===== src/rtl/psum_requant_pkg.sv =====
// Shared constants and types for the psum requantisation special-function block.
// Lane math runs at ACC_BW so a full group of worst-case psums cannot overflow.
package psum_requant_pkg;

  localparam int BW_DEF      = 4;
  localparam int PSUM_BW_DEF = 16;
  localparam int COL_DEF     = 8;
  localparam int PASS_BW_DEF = 4;

  localparam int ACC_BW  = PSUM_BW_DEF + PASS_BW_DEF + 1;
  localparam int ACT_MAX = (1 << BW_DEF) - 1;

  typedef enum logic {
    ACC  = 1'b0,
    HOLD = 1'b1
  } state_e;

  // Accumulator width for arbitrary parameterisations of the top.
  function automatic int acc_bw_f(input int psum_w, input int pass_w);
    return psum_w + pass_w + 1;
  endfunction

endpackage


===== src/rtl/sfp_lane_requant.sv =====
// One lane of the output special function: ReLU, logical right shift, and
// saturation of a signed accumulated sum to an unsigned activation.
module sfp_lane_requant #(
  parameter int ACC_W = 21,
  parameter int BW    = 4
) (
  input  logic signed [ACC_W-1:0] sum_i,
  input  logic        [4:0]       shift_i,
  output logic        [BW-1:0]    act_o
);

  logic [ACC_W-1:0] relu_val;
  logic [ACC_W-1:0] shifted;

  // After ReLU the value is non-negative, so a logical shift is exact.
  assign relu_val = sum_i[ACC_W-1] ? '0 : sum_i;
  assign shifted  = relu_val >> shift_i;
  assign act_o    = (|shifted[ACC_W-1:BW]) ? '1 : shifted[BW-1:0];

endmodule


===== src/rtl/psum_requant_sfp.sv =====
// Accumulates a programmable number of psum passes per lane, then requantises
// each lane to an unsigned activation behind a one-entry valid/ready output.
module psum_requant_sfp
  import psum_requant_pkg::*;
#(
  parameter int bw      = BW_DEF,
  parameter int psum_bw = PSUM_BW_DEF,
  parameter int col     = COL_DEF,
  parameter int pass_bw = PASS_BW_DEF
) (
  input  logic                    clk,
  input  logic                    reset,
  input  logic                    in_valid,
  output logic                    in_ready,
  input  logic [col*psum_bw-1:0]  in_psum,
  input  logic [pass_bw-1:0]      cfg_passes,
  input  logic [4:0]              cfg_shift,
  output logic                    out_valid,
  input  logic                    out_ready,
  output logic [col*bw-1:0]       out_act,
  output logic                    busy
);

  localparam int LANE_ACC_W = acc_bw_f(psum_bw, pass_bw);
  localparam int LEN_W      = pass_bw + 1;
  localparam logic [LEN_W-1:0] LEN_MAX = {1'b1, {pass_bw{1'b0}}};

  state_e               state_q, state_d;
  logic [pass_bw-1:0]   pass_cnt_q, pass_cnt_d;
  logic [LEN_W-1:0]     group_len_q;
  logic [4:0]           group_shift_q;
  logic [col*bw-1:0]    out_act_q;
  logic [col*bw-1:0]    act_d;

  logic                 accept;
  logic                 first_beat;
  logic                 last_beat;
  logic                 final_beat;
  logic [LEN_W-1:0]     cfg_len;
  logic [LEN_W-1:0]     len_eff;
  logic [LEN_W-1:0]     cnt_plus;
  logic [4:0]           shift_eff;

  // The first beat of a group uses the live config; later beats use the latched copy.
  assign first_beat = (pass_cnt_q == '0);
  assign cfg_len    = (cfg_passes == '0) ? LEN_MAX : {1'b0, cfg_passes};
  assign len_eff    = first_beat ? cfg_len : group_len_q;
  assign shift_eff  = first_beat ? cfg_shift : group_shift_q;
  assign cnt_plus   = {1'b0, pass_cnt_q} + LEN_W'(1);
  assign last_beat  = (cnt_plus == len_eff);
  assign accept     = in_valid && in_ready;
  assign final_beat = accept && last_beat;

  always_comb begin
    pass_cnt_d = pass_cnt_q;
    if (accept) begin
      pass_cnt_d = last_beat ? '0 : cnt_plus[pass_bw-1:0];
    end
  end

  // State register
  always_ff @(posedge clk or posedge reset) begin
    if (reset) begin
      state_q <= ACC;
    end else begin
      state_q <= state_d;
    end
  end

  // Next-state logic
  always_comb begin
    state_d = state_q;
    case (state_q)
      ACC: begin
        if (final_beat) state_d = HOLD;
      end
      HOLD: begin
        if (out_ready) state_d = final_beat ? HOLD : ACC;
      end
      default: state_d = ACC;
    endcase
  end

  // Output logic
  always_comb begin
    out_valid = (state_q == HOLD);
    in_ready  = !out_valid || out_ready;
  end

  always_ff @(posedge clk or posedge reset) begin
    if (reset) begin
      pass_cnt_q    <= '0;
      group_len_q   <= '0;
      group_shift_q <= '0;
      out_act_q     <= '0;
    end else begin
      pass_cnt_q <= pass_cnt_d;
      if (accept && first_beat) begin
        group_len_q   <= cfg_len;
        group_shift_q <= cfg_shift;
      end
      if (final_beat) begin
        out_act_q <= act_d;
      end
    end
  end

  genvar gi;
  generate
    for (gi = 0; gi < col; gi++) begin : g_lane
      logic signed [psum_bw-1:0]    psum_lane;
      logic signed [LANE_ACC_W-1:0] psum_ext;
      logic signed [LANE_ACC_W-1:0] sum;
      logic signed [LANE_ACC_W-1:0] acc_q;
      logic        [bw-1:0]         lane_act;

      assign psum_lane = in_psum[gi*psum_bw +: psum_bw];
      assign psum_ext  = {{(LANE_ACC_W-psum_bw){psum_lane[psum_bw-1]}}, psum_lane};
      assign sum       = first_beat ? psum_ext : (acc_q + psum_ext);

      // The last beat is consumed straight into the output register, never into acc.
      always_ff @(posedge clk or posedge reset) begin
        if (reset) begin
          acc_q <= '0;
        end else if (accept && !last_beat) begin
          acc_q <= sum;
        end
      end

      sfp_lane_requant #(
        .ACC_W (LANE_ACC_W),
        .BW    (bw)
      ) u_lane (
        .sum_i   (sum),
        .shift_i (shift_eff),
        .act_o   (lane_act)
      );

      assign act_d[gi*bw +: bw] = lane_act;
    end
  endgenerate

  assign out_act = out_act_q;
  assign busy    = (pass_cnt_q != '0);

endmodule


===== config.mk =====
export PLATFORM = sky130hd
export DESIGN_NAME = psum_requant_sfp
export DESIGN_NICKNAME = d
export VERILOG_FILES = /design/src/rtl/psum_requant_pkg.sv /design/src/rtl/sfp_lane_requant.sv /design/src/rtl/psum_requant_sfp.sv
export SDC_FILE = /design/constraint.sdc
export NUM_CORES = 1
export LEC_CHECK = 0
export ABC_AREA = 1
export ABC_CLOCK_PERIOD_IN_PS = 12000
export CORE_ASPECT_RATIO = 0.6
export CORE_MARGIN = 2
export CORE_UTILIZATION = 45
export CTS_BUF_LIST = sky130_fd_sc_hd__clkbuf_8 sky130_fd_sc_hd__clkbuf_16
export CTS_CLUSTER_SIZE = 28
export DETAILED_ROUTE_END_ITERATION = 8
export GPL_TIMING_DRIVEN = 0
export HOLD_SLACK_MARGIN = 0.03
export SYNTH_ARGS = -nofsm -noshare
export SYNTH_HDL_FRONTEND = slang
export SYNTH_HIERARCHICAL = 1
export SYNTH_SLANG_ARGS = --single-unit

===== constraint.sdc =====
create_clock -name clk -period 12 [get_ports clk]
set_input_delay 1.2 -clock clk [delete_from_list [all_inputs] [get_ports clk]]
set_output_delay 1.2 -clock clk [all_outputs]
set_load 0.01 [all_outputs]

== Yosys cells after proc, flatten, opt, wreduce, memory -nomap -nowiden ==
Cells that the tools add are included.

* Muxes and demuxes: 31
* Shift-type cells: 8
* $add $sub $neg: 9
* Reductions and logical operators: 18
* Bitwise gates (word level): 1
* Equality and inequality tests: 1

{| class="wikitable"
|+ Operators with widths
! operator !! count
|-
| 21-bit by 16-bit adder with 21-bit output || 8
|-
| 21-bit 2-to-1 mux || 8
|-
| 21-bit by 5-bit >> shifter with 21-bit output || 8
|-
| 20-bit 2-to-1 mux || 8
|-
| 17-bit OR reduction || 8
|-
| 4-bit 2-to-1 mux || 9
|-
| 5-bit 2-to-1 mux || 3
|-
| 4-bit zero test || 2
|-
| 4-bit by 1-bit adder with 5-bit output (second input constant) || 1
|-
| 5-bit equality test || 1
|-
| 1-bit logical AND || 4
|-
| 4-bit nonzero test || 1
|-
| 1-bit zero test || 2
|-
| 1-bit 2-to-1 mux || 2
|-
| 1-bit case mux with 2 select lines || 1
|-
| 1-bit logical OR || 1
|-
| 1-bit inverter || 1
|}

* Word-level logic and storage cells: 81
* Register bits after elaboration: 215

== Depth between registers and ports, before layout ==
* Depth after elaboration: 8
* Gate-level depth with buffers: 26
* Depth with buffers taken out: 25

== Cells and area by module ==
The synthesis kept the hierarchy.

{| class="wikitable"
|+ Modules (own cells, without submodules)
! module !! area an instance (sq um) !! cells each !! instances
|-
| psum_requant_sfp || 20423.3 || 3456 || 1
|-
| sfp_lane_requant || 830.8 || 182 || 8
|}

== Least setup slack after synthesis ==
OpenSTA, ideal clock, no wires.

* Kind: reg2reg
* Start point: register pass_cnt_q[0]
* End point: register out_act_q[0], in the netlist out_act[0]
* Clock period less this slack: 6589 ps
* Arrival time: 6459 ps
* Setup slack: 5411 ps
* Library setup time: 130 ps
* Buffers on the path: 4
* Cell stages (with the launch flop): 20
* Cell sequence: dfrtp_1 -> inv_1 -> ha_1 -> nand3_4 -> clkbuf_1 -> clkbuf_1 -> clkbuf_1 -> o21ai_0 -> clkinv_1 -> buf_2 -> nand3_1 -> nand2_1 -> nor2_1 -> nand2_1 -> nand2_1 -> nand3_1 -> nand2_1 -> nand2_1 -> inv_1 -> o21ai_0

* Elaborated cells between the ends (all ways): 11
* Classes of those cells: add/sub (1); eq/ne (1); shift (1); mux (5); reduce/logical (3)

{| class="wikitable"
|+ RTL lines
! what !! line !! text
|-
| start, declared || psum_requant_sfp.sv:29 || <nowiki>logic [pass_bw-1:0] pass_cnt_q, pass_cnt_d;</nowiki>
|-
| start signal, assigned || psum_requant_sfp.sv:97 || <nowiki>pass_cnt_q <= pass_cnt_d;</nowiki>
|-
| 4-bit zero test (*) || psum_requant_sfp.sv:45 || <nowiki>assign first_beat = (pass_cnt_q == '0);</nowiki>
|-
| 5-bit 2-to-1 mux (*) || psum_requant_sfp.sv:48 || <nowiki>assign shift_eff = first_beat ? cfg_shift : group_shift_q;</nowiki>
|-
| named net shift_eff[2] || psum_requant_sfp.sv:42 || <nowiki>logic [4:0] shift_eff;</nowiki>
|-
| 21-bit by 5-bit >> shifter with 21-bit output (*) || sfp_lane_requant.sv:17 || <nowiki>assign shifted = relu_val >> shift_i;</nowiki>
|-
| 17-bit OR reduction || sfp_lane_requant.sv:18 || <nowiki>assign act_o = (|shifted[ACC_W-1:BW]) ? '1 : shifted[BW-1:0];</nowiki>
|-
| 4-bit 2-to-1 mux (*) || sfp_lane_requant.sv:18 ||
|-
| named net g_lane[0].lane_act[0] || psum_requant_sfp.sv:115 || <nowiki>logic [bw-1:0] lane_act;</nowiki>
|-
| end signal, assigned || psum_requant_sfp.sv:103 || <nowiki>out_act_q <= act_d;</nowiki>
|-
| end, declared || psum_requant_sfp.sv:32 || <nowiki>logic [col*bw-1:0] out_act_q;</nowiki>
|}

The timed path passes the listed nets; every way through them passes the cells marked *.
A chain may end at the register's enable or synchronous reset.

== Final worst setup path ==
* Start point: register pass_cnt_q[0]
* End point: register out_act_q[3], in the netlist out_act[3]

Same word-level chain as after synthesis.

==> metrics.yaml <==
synth:
  synth_top_area_share_pct: 30.51
  synth_area_um2: 27070
  yosysWarningCount: 6
  synth_area_leaders: "nand2_1 (31%), dfrtp_1 (20%), nand3_1 (14%)"
  synth-edff-count: 0
  synth_nets: 5223
  ys_seq_area_share_pct: 19.88
  yosys_register_bits: 215
  synth_area_leader_cell: "nand2_1"
  ys_types: 32
  synth_top_flop_cell: "dfrtp_1"
  syn_inst: 4912
  syn_area_per_cell_um2: 5.511
  async_reset_ff_share_pct: 100.0
sta:
  rsz0062_at_grt: "no"
  max_freq_ghz: 0.1843
  finalHoldViolations: 0
  period_minus_slack_ns: 5.426
  drv_slew: 21
  fin_crit_sh_pct: 45.22
  maxSlewHeadroom_pct: -2.494
  finalSetupViolations: 0
  tns_ns: 0
  finalClockSkew_ns: 0.02219
  tightestPinTransition_ns: 1.537
cts:
  cts_tree: "yes"
  h-tree-depth: 1
  clkLatencyLatePin_ns: 0.61
  cts_hold_buf: 0
  cts_sinks: 215
  cts_made_buffers: 27
  path_clk_slew_ns: 0.07
  cts-resized-gates: 0
  cts_setup_buffers: 0
  cts-root-buf: "clkbuf_16"
  ctsLongestPathBuffers: 3
setup_path:
  end_kind: "register"
  crit_required_ns: 12.51
  crit_path_start_kind: "register"
  r2r_slack_ns: 6.57
  r2r-end: "out_act[3]$_DFFE_PP0P_"
  reg2reg_from: "pass_cnt_q[0]$_DFFE_PP0P_"
  crit_type: "register to register"
  rr_worst_depth: 23
  worstPathMaxFanout: 14
  arrival_ns: 5.94
final_layout:
  nets: 5434
  fill_cells: 6403
  syn_to_final_growth_pct: 14.45
  drive_above_1_share_pct: 4.686
floorplanning:
  start_util_pct: 45.64
  ios: 176
  coreArea_um2: 59310
  die_w_um: 320.6
  num_rows: 69
  die_h_um: 194.0
  die_area_um2: 62200
detailed_routing:
  vias: 32130
  first_pass_iters: 6
  drc: 0
  drt_first_iter_violations: 3856
  via_per_inst: 5.422
  totalWireLength_um: 106500
  wl_per_cell_um: 17.97
  ant_nets: 0
outcome:
  status: "finished, violations left"
  violations: "capacitance limit, slew limit"
global_routing:
  grt-ovfl-total: 0
  grt_pass1_vias: 28300
  antenna_found_initial: 2
  grt_max_degree: 111
  grt.total_usage_pct: 33.61
  grt_pass1_wl_um: 165700
hold_path:
  hold_path.class: "register to register"
  hold_end: "g_lane[3].acc_q[16]$_DFFE_PP0P_"
  whs_path_depth: 2
  hp-start: "g_lane[3].acc_q[16]$_DFFE_PP0P_"
place:
  hpwl_um: 83270
  gp_congestion: 0.9768
  place.port_buffers: 175
job:
  drv_cap: 2
critical path: stages, from the launching register on:
cell and delay, ns:
dfrtp_1 0.45, inv_1 0.07, ha_1 0.23, nand3_4 0.13, clkbuf_1 0.31, clkbuf_1 0.97, clkbuf_1 0.67, nand2_1 0.21
o21ai_4 0.30, buf_16 0.26, inv_2 0.12, nor2_2 0.39, nand2_1 0.16, nand3_1 0.12, nand3_1 0.07, o21ai_0 0.14
nor2_1 0.07, nand2_1 0.06, nand2_1 0.04, nand3_1 0.09, nand2_1 0.12, nand2_1 0.09, inv_1 0.06, o21ai_0 0.17
placed cells by master (no fill, tap or decap), types with 5 or more instances in the layout:
| master | instances |
|---|---|
| o211ai_1 | 57 |
| o21bai_1 | 17 |
| buf_2 | 64 |
| buf_4 | 37 |
| clkdlybuf4s50_1 | 175 |
| o21ai_1 | 11 |
| buf_1 | 5 |
| nor2_1 | 305 |
| inv_1 | 491 |
| buf_16 | 5 |
| nand3_1 | 744 |
| o21a_1 | 16 |
| clkinv_1 | 8 |
| nor2_2 | 8 |
| nor3_1 | 24 |
| or2_2 | 48 |
| ha_1 | 162 |
| nand2_1 | 2200 |
| dfrtp_1 | 215 |
| nand3b_1 | 42 |
| xor2_1 | 5 |
| xnor2_1 | 33 |
| clkbuf_1 | 44 |
| fa_1 | 8 |
| inv_2 | 19 |
| o21ai_0 | 184 |
| clkbuf_16 | 27 |
| nand4_1 | 17 |
| a21oi_1 | 127 |
| clkinv_4 | 5 |
| or2_0 | 8 |
how the worst max path moves through the flow:
stage	to	slack, ns	from	cells after the start
finish	out_act[3]$_DFFE_PP0P_	6.57	pass_cnt_q[0]$_DFFE_PP0P_	23
global route	out_act[31]$_DFFE_PP0P_	6.21	pass_cnt_q[0]$_DFFE_PP0P_	23
CTS	busy	6.65	pass_cnt_q[0]$_DFFE_PP0P_	7
detailed placement	out_act[2]$_DFFE_PP0P_	6.79	pass_cnt_q[0]$_DFFE_PP0P_	23
global placement	out_act[19]$_DFFE_PP0P_	0.90	pass_cnt_q[0]$_DFFE_PP0P_	19
floorplan	g_lane[0].acc_q[0]$_DFFE_PP0P_	4.92	reset	1
cell type report:
cell class,count,area [um^2],share of cell area (%)
inverters,519,1956,6.312
flip-flops and latches,215,5380,17.37
multi-input cells,4027,19000,61.33
clock buffers,30,716.9,2.314
plain buffers,151,787.0,2.540
repair buffers,182,1921,6.199
clock inverters,19,241.5,0.7794
diodes,1,2.502,0.008077
well taps,781,977.2,3.154
state kept, by name, summed over array words and instances, names as in the netlist:
signal         count
group_shift_q      5
pass_cnt_q         4
g_lane.acc_q     168
out_act           32
group_len_q        5
out_valid          1
synth_stat cells, types with 5 or more instances:
| library cell | n |
|---|---|
| o21ai_1 | 10 |
| o21bai_1 | 17 |
| fa_1 | 8 |
| clkinv_1 | 8 |
| buf_1 | 5 |
| o21ai_0 | 189 |
| o211ai_1 | 57 |
| o21a_1 | 16 |
| a21oi_1 | 127 |
| nand2_1 | 2200 |
| nor3_1 | 24 |
| clkbuf_1 | 45 |
| or2_0 | 8 |
| ha_1 | 162 |
| inv_1 | 492 |
| xnor2_1 | 33 |
| or2_2 | 48 |
| buf_2 | 64 |
| dfrtp_1 | 215 |
| nand3_1 | 744 |
| inv_2 | 19 |
| nand4_1 | 17 |
| nor2_1 | 305 |
| nand3b_1 | 42 |
| xor2_1 | 5 |
| nor2_2 | 8 |
| buf_4 | 37 |
through the flow:
step / cells / cell area [um^2] / hold slack (ns) / util, % / worst slack (ns)
global placement: 5868 / 29800 / 0.4664 / 50.24 / 0.8964
detailed placement: 5875 / 30020 / 0.4718 / 50.62 / 6.786
global route: 5924 / 30980 / 0.4966 / 52.23 / 6.214
CTS: 5924 / 30980 / 0.4862 / 52.23 / 6.652
floorplan: 4912 / 27070 / 0.4529 / - / 4.921
finish: 5925 / 30980 / 0.4813 / 52.24 / 6.574
kinds of logic (layout without fill, tap and decap cells):
| kind of cell | count (synthesis) | count (layout) | synth area share, % |
|---|---|---|---|
| xor+xnor | 38 | 38 | 1.229 |
| simple gates | 3400 | 3400 | 52.11 |
| buf+inv | 670 | 901 | 10.10 |
| other cells | 0 | 1 | 0 |
| compound gates | 419 | 419 | 8.611 |
| fa+ha+maj | 170 | 170 | 8.079 |
| flops | 215 | 215 | 19.88 |
metal layers:
metal  global-route usage (%)  wire length (um)
met1                    54.73             53900
met2                    45.21             39960
met3                    5.881             10710
met4                    5.773              1913
met5                        0                 0
Power is not shown: default switching activity piles up to over one toggle a cycle in this logic, so the estimate is an artifact.
